$ cat config.mk
export PLATFORM = sky130hd
export DESIGN_NAME = mem_port_arbiter
export DESIGN_NICKNAME = d
export VERILOG_FILES = /design/src/rtl/mem_port_arbiter.sv
export SDC_FILE = /design/constraint.sdc
export NUM_CORES = 1
export LEC_CHECK = 0
export CORE_AREA = 4 4 126 128
export CTS_CLUSTER_SIZE = 25
export DETAILED_ROUTE_END_ITERATION = 12
export DIE_AREA = 0 0 130 132
export PLACE_DENSITY = 0.83
export RECOVER_POWER = 50
export SLEW_MARGIN = 20
export SYNTH_ARGS = -nofsm -noshare
export SYNTH_HDL_FRONTEND = slang
export SYNTH_SLANG_ARGS = --single-unit
export TNS_END_PERCENT = 20
$ cat constraint.sdc
create_clock -name clk -period 2 [get_ports clk]
set_input_delay 0.6 -clock clk [delete_from_list [all_inputs] [get_ports clk]]
set_output_delay 0.6 -clock clk [all_outputs]
set_load 0.01 [all_outputs]
$ cat src/rtl/mem_port_arbiter.sv
// Purpose: shares one single-port fixed-latency RAM between instruction fetch (IF) and load/store (MEM); data side wins.
// Latency: request to ready pulse is MEM_LATENCY+2 cycles uncontended, up to twice that when the other side goes first.
// Backpressure: a requester holds req/addr/wdata until its one-cycle ready pulse; stall_if/stall_mem stay high until that pulse.
module mem_port_arbiter #(
  parameter int MEM_LATENCY = 2,
  parameter int ADDR_W      = 32,
  parameter int DATA_W      = 32
) (
  input  logic              clk,
  input  logic              reset,
  input  logic              if_req,
  input  logic [ADDR_W-1:0] if_addr,
  output logic [DATA_W-1:0] if_rdata,
  output logic              if_ready,
  input  logic              mem_rd,
  input  logic              mem_wr,
  input  logic [ADDR_W-1:0] mem_addr,
  input  logic [DATA_W-1:0] mem_wdata,
  output logic [DATA_W-1:0] mem_rdata,
  output logic              mem_ready,
  output logic              ram_en,
  output logic              ram_we,
  output logic [ADDR_W-1:0] ram_addr,
  output logic [DATA_W-1:0] ram_wdata,
  input  logic [DATA_W-1:0] ram_rdata,
  output logic              stall_if,
  output logic              stall_mem
);

  typedef enum logic [2:0] {
    IDLE   = 3'd0,
    BUSY_D = 3'd1,
    BUSY_I = 3'd2,
    DONE_D = 3'd3,
    DONE_I = 3'd4
  } state_t;

  localparam logic [3:0] CNT_INIT = 4'(MEM_LATENCY);

  state_t              state_q, state_d;
  logic [3:0]          cnt_q, cnt_d;
  logic                ram_en_q, ram_en_d;
  logic                ram_we_q, ram_we_d;
  logic [ADDR_W-1:0]   ram_addr_q, ram_addr_d;
  logic [DATA_W-1:0]   ram_wdata_q, ram_wdata_d;
  logic [DATA_W-1:0]   if_rdata_q, if_rdata_d;
  logic [DATA_W-1:0]   mem_rdata_q, mem_rdata_d;

  logic data_req;
  logic grant_d;
  logic grant_i;

  // A store wins when both load and store are raised together.
  assign data_req = mem_rd | mem_wr;

  // Next-state: grant from IDLE or from the other side's DONE, count down the RAM latency, capture read data.
  always_comb begin
    state_d     = state_q;
    cnt_d       = cnt_q;
    ram_en_d    = 1'b0;
    ram_we_d    = ram_we_q;
    ram_addr_d  = ram_addr_q;
    ram_wdata_d = ram_wdata_q;
    if_rdata_d  = if_rdata_q;
    mem_rdata_d = mem_rdata_q;
    grant_d     = 1'b0;
    grant_i     = 1'b0;

    case (state_q)
      IDLE: begin
        if (data_req) begin
          grant_d = 1'b1;
        end else if (if_req) begin
          grant_i = 1'b1;
        end
      end
      BUSY_D: begin
        if (cnt_q == 4'd0) begin
          // Stores complete too, but leave the last load value in place.
          if (!ram_we_q) begin
            mem_rdata_d = ram_rdata;
          end
          state_d = DONE_D;
        end else begin
          cnt_d = cnt_q - 4'd1;
        end
      end
      BUSY_I: begin
        if (cnt_q == 4'd0) begin
          if_rdata_d = ram_rdata;
          state_d    = DONE_I;
        end else begin
          cnt_d = cnt_q - 4'd1;
        end
      end
      // The side just served still has its request up this cycle, so only the other side may be granted here.
      DONE_D: begin
        if (if_req) begin
          grant_i = 1'b1;
        end else begin
          state_d = IDLE;
        end
      end
      DONE_I: begin
        if (data_req) begin
          grant_d = 1'b1;
        end else begin
          state_d = IDLE;
        end
      end
      default: begin
        state_d = IDLE;
      end
    endcase

    if (grant_d) begin
      state_d     = BUSY_D;
      cnt_d       = CNT_INIT;
      ram_en_d    = 1'b1;
      ram_we_d    = mem_wr;
      ram_addr_d  = mem_addr;
      ram_wdata_d = mem_wdata;
    end else if (grant_i) begin
      state_d    = BUSY_I;
      cnt_d      = CNT_INIT;
      ram_en_d   = 1'b1;
      ram_we_d   = 1'b0;
      ram_addr_d = if_addr;
    end
  end

  // State and datapath registers; reset abandons any in-flight access.
  always_ff @(posedge clk or negedge reset) begin
    if (!reset) begin
      state_q     <= IDLE;
      cnt_q       <= 4'd0;
      ram_en_q    <= 1'b0;
      ram_we_q    <= 1'b0;
      ram_addr_q  <= '0;
      ram_wdata_q <= '0;
      if_rdata_q  <= '0;
      mem_rdata_q <= '0;
    end else begin
      state_q     <= state_d;
      cnt_q       <= cnt_d;
      ram_en_q    <= ram_en_d;
      ram_we_q    <= ram_we_d;
      ram_addr_q  <= ram_addr_d;
      ram_wdata_q <= ram_wdata_d;
      if_rdata_q  <= if_rdata_d;
      mem_rdata_q <= mem_rdata_d;
    end
  end

  // Ready pulses come straight from the DONE states; stalls drop in the ready cycle.
  always_comb begin
    ram_en    = ram_en_q;
    ram_we    = ram_we_q;
    ram_addr  = ram_addr_q;
    ram_wdata = ram_wdata_q;
    if_rdata  = if_rdata_q;
    mem_rdata = mem_rdata_q;
    if_ready  = (state_q == DONE_I);
    mem_ready = (state_q == DONE_D);
    stall_if  = if_req & ~if_ready;
    stall_mem = data_req & ~mem_ready;
  end

endmodule

### Word level (Yosys, flattened, before mapping)

Index checks and enable logic that the tools add are counted.

* register bits: 137
* output and inout port bits: 134

* $add $sub $neg: 1
* eq/ne operators: 10
* multiplexer cells: 22
* bitwise gates (word level): 6
* reduce and logical (&&, ||, !) cells: 10

Operator list (count)
* $mux 32: 2
* $mux 3: 6
* $mux 4: 4
* $pmux 3 s5: 1
* $mux 1: 8
* $ne 4x2->1 const B: 2
* $ne 4x4->1 const B: 2
* $eq 3x2->1 const B: 2
* $ne 3x3->1 const B: 2
* $reduce_and 5->1: 1
* $logic_not 4->1: 1
* $reduce_and 2->1: 2
* $reduce_or 2->1: 2
* $sub 4x1->4 const B: 1
* $eq 3x1->1 const B: 1
* $eq 3x3->1 const B: 1
* $logic_not 3->1: 1
* $not 1->1: 3
* $reduce_and 3->1: 1
* $reduce_bool 3->1: 1
* $and 1x1->1: 2
* $pmux 1 s2: 1
* $reduce_bool 2->1: 1
* $or 1x1->1: 1

### Depth between registers and ports, before layout

* word-level depth: 5
* gate-level depth with buffers: 7
* depth with buffers taken out: 6

### Worst setup path before layout

Ideal clock, no wire load.

* path kind: flip-flop to flip-flop
* start point: reg cnt_q[0]
* end point: reg if_rdata_q[10], in the netlist if_rdata[10]
* library setup time: 0.125 ns
* arrival: 1.544 ns
* slack: 0.331 ns
* cell stages (with the launch flop): 7
* path buffers: 1
* period minus slack after synthesis: 1.669 ns
* path through: dfrtp_1 inv_1 ha_1 nor3b_4 nand3_4 buf_6 mux2_4

* word-level cells in the longest chain between the ends: 2

Ends and longest elaborated chain
* start, declared: line 41 `logic [3:0] cnt_q, cnt_d;`
* start signal, assigned: line 145 `cnt_q <= cnt_d;`
* $logic_not 4->1: line 89 `if (cnt_q == 4'd0) begin`
* $reduce_and 2->1 (no line)
* end signal, assigned: line 150 `if_rdata_q <= if_rdata_d;`
* end, declared: line 46 `logic [DATA_W-1:0] if_rdata_q, if_rdata_d;`

Every way passes these cells.
A chain may end at the register's enable or synchronous reset.

### Worst setup path after layout

* start point: reg state_q[2]
* end point: out stall_mem

* word-level cells in the longest chain between the ends: 3

Ends and longest elaborated chain
* start, declared: line 40 `state_t state_q, state_d;`
* start signal, assigned: line 144 `state_q <= state_d;`
* $eq 3x2->1: line 164 `mem_ready = (state_q == DONE_D);`
* $not 1->1: line 166 `stall_mem = data_req & ~mem_ready;`
* $and 1x1->1: line 166
* end, declared: line 27 `output logic stall_mem`

Every way passes these cells.

==> summary.md <==
| Metric | Value |
|---|---|
| Outcome | `finished clean` |
| Post-route cell area | `0.009311 mm2` |
| Required time of the worst setup path | `1.40 ns` |
| HPWL Detailed | `11470 um` |
| Clock buffer depth | `2` |
| CORE AREA | `0.01486 mm2` |
| Tightest Pin Transition | `0.7865 ns` |
| Routed WL | `approximately 15000 um` |
| Critical path class | `reg2out` |
| Height of the die | `132 um` |
| Port Buffers | `about 270` |
| Met2 routed WL | `7937 um` |
| VDD IR-drop max | `0.6928 mV` |
| CP startpoint kind | `register` |
| Post-synth ARST share | `1.000` |
| IO Pins | `about 270` |
| Num Clock Sinks | `137` |
| Clk root buf | `clkbuf_16` |
| Worst reg2reg setup slack | `0.10 ns` |
| Syn Area/Cell | `about 15 um2` |
| ANT nets after route | `0` |
| Hold Vio Cnt, Final | `0` |
| Inserted Clock Buffers | `17` |
| Initial Utilization | `0.3905` |
| Final Max Tran Viols | `0` |
| Tot GR Track Use | `0.1772` |
| M1 WL | `5697 um` |
| Mapped Area | `0.005804 mm2` |
| Detailed-route via count | `4288` |
| Maximum clock frequency | `0.5101 GHz` |
| #FFs+latches synth | `137` |
| Worst r2r src | `state_q[0]` |
| Non-Filler Instances | `890` |
| Met3 wire len | `roughly 1100 um` |
| Area of the multi-input gates | `0.002170 mm2` |
| Routability Congestion | `0.7917` |
| Clk slew on worst S/H paths | `~0.060 ns` |
| # DRC | `0` |
| Congestion Overflow GR | `0` |
| Routed length per placed instance | `16.91 um` |
| Count of final setup violators | `0` |
| Cell Area, Placed | `around 0.0088 mm2` |
| Placed cells | `roughly 860` |
| Register area | `0.003428 mm2` |
| MaxCap Viol Count | `0` |
| Via-to-Cell Ratio | `4.818` |
| Antenna diodes | `0` |
| Worst relative slew slack | `0.4757` |
| Die ar. | `0.01716 mm2` |
| Filler cell count | `1139` |
| 1st-pass router iterations | `4` |
| Die W | `around 130 um` |
| Worst Setup End Kind | `output port` |
| Part of the Yosys area used for sequential elements | `0.5906` |
| Top Metal Used | `met4` |
| Vias in the first global route | `approximately 4800` |
| Clock Skew | `about 0.0064 ns` |
| Final worst path period share | `0.9801` |
| First-pass GRT wire length | `24120 um` |
| Reg2reg end | `ram_wdata[21]` |
| Worst Path Arrival | `1.36 ns` |
| Worst skew pair latency | `0.40 ns` |
| R2R cell count | `7` |
| CTS tree | `done` |
| Num rows | `45` |
| Htree depth | `4` |
| Fraction of layout cells with a size suffix above 1 | `0.2407` |
| Main synth FF type | `dfrtp_1` |
| # nets final | `826` |
| Antenna violations before repair | `0` |
| EDFF count, synth | `0` |
| Crit path launch | `state_q[2]` |
| Largest net degree at the start of global routing | `50` |
| Power per Cell Area | `between 1500 and 2000 mW/mm2` |
| Post-Synthesis Net Count | `535` |
| LEAKAGE | `4.190 nW` |
| Synth unique cells | `31` |
| First-iteration detailed-routing DRC count | `151` |
| Setup_tns | `0 ns` |
| Critical-path maximum fanout | `2` |
| Synth-to-layout area growth | `60.42%` |
| Final min period | `1.960 ns` |
| HP Class | `in2async` |
| Synth Instances | `400` |
| RSZ-0062 raised after global routing | `yes` |
| Synth warnings | `0` |
-- sequential cells by signal, summed over array words and instances (netlist names) --
signal and count:
ram_we 1, if_rdata 32, ram_en 1, ram_wdata 32, cnt_q 4, state_q 3, mem_rdata 32, ram_addr 32
-- layer usage --
layer / vias to the layer above / GRT usage
met5: - / 0
met4: 0 / 0.06351
met3: 21 / 0.05186
met2: 171 / 0.3080
met1: 2087 / 0.2062
li1: 2009 / -
-- area by class of cell --
| type | count | share of cell area |
|---|---|---|
| multi-input combinational | 233 | 0.2330 |
| clock buffer | 23 | 0.05241 |
| sequential | 137 | 0.3682 |
| timing repair buffer | 297 | 0.3092 |
| clock inverter | 7 | 0.009944 |
| inverter | 5 | 0.002016 |
| tap | 188 | 0.02526 |
-- metrics by stage --
step                      hold slack [ns]  power (W)  setup slack [ns]    util
after floorplan                    0.3044   0.008469            0.3311       -
after global placement             0.4862    0.01220           -0.5029  0.5949
after detailed placement           0.4901    0.01246           -0.4615  0.5949
after CTS                         0.06889    0.01559         -0.006569  0.6337
after global routing               0.3257    0.01605          -0.01943  0.6264
final                              0.2689    0.01516           0.03975  0.6264
-- cells by family (layout without fill, tap and decap cells) --
group	after synthesis	count (layout)	share of synthesized area
xor+xnor	2	2	0.003018
simple gates	58	58	0.06057
mux	130	130	0.2639
flops	137	137	0.5906
compound gates	41	41	0.04031
fa+ha+maj	2	2	0.004311
buf+inv	30	332	0.03729
-- what timing repair did --
item	in CTS	in global routing
hold buffers	0	0
resized for setup	22	3
setup buffers	1	0
pin swaps	1	0
endpoints found under the setup margin	4	3
-- how the worst max path moves through the flow --
stage	to	slack [ns]	cells after the start
finish	stall_mem	0.04	4
CTS	stall_mem	-0.007	4
global route	stall_mem	-0.02	4
global placement	stall_mem	-0.50	4
floorplan	if_rdata[10]	0.33	6
detailed placement	stall_mem	-0.46	4
-- cells in the mapped netlist, drive strengths merged (2+ instances only) --
| library cell | instances | area, um2 |
|---|---|---|
| and2 | 4 | 25.02 |
| mux2i | 33 | 330.3 |
| o21ai | 35 | 175.2 |
| ha | 2 | 25.02 |
| clkbuf | 6 | 22.52 |
| xnor2 | 2 | 17.52 |
| nor2 | 9 | 41.29 |
| nand3 | 36 | 217.7 |
| dfrtp | 137 | 3428 |
| buf | 19 | 175.2 |
| nor3 | 3 | 15.01 |
| inv | 5 | 18.76 |
| mux2 | 97 | 1201 |
| a211oi | 2 | 15.01 |
-- critical path, cell delays in order, from the launching register on --
cell,delay (ns)
dfrtp_1,0.38
and2b_4,0.25
and2_4,0.14
nor2_2,0.03
buf_2,0.14
-- report_power, final --
part	switching [W]	total, W	internal, W
registers	0.000770	0.00496	0.00419
clock network	0.00109	0.00304	0.00195
logic	0.00285	0.00716	0.00431
-- cell usage in the layout (no fill, tap or decap), types with 2 or more instances in the layout --
cell type / count
clkdlybuf4s50_1: 257
dfrtp_1: 137
mux2_2: 68
mux2i_1: 33
nand3_1: 33
mux2_4: 29
o21ai_0: 19
clkbuf_16: 17
o21ai_1: 16
buf_4: 13
clkbuf_2: 8
nor2_1: 6
clkbuf_1: 6
buf_2: 5
inv_1: 4
clkbuf_8: 4
nand3_4: 3
nor3_1: 3
clkinvlp_4: 3
buf_12: 3
and2_4: 2
nor2_2: 2
a211oi_1: 2
xnor2_1: 2
ha_1: 2
clkinv_2: 2
bufinv_16: 2
dlymetal6s2s_1: 2
dlygate4sd2_1: 2
clkbuf_4: 2
(Power assumes the default switching activity.)
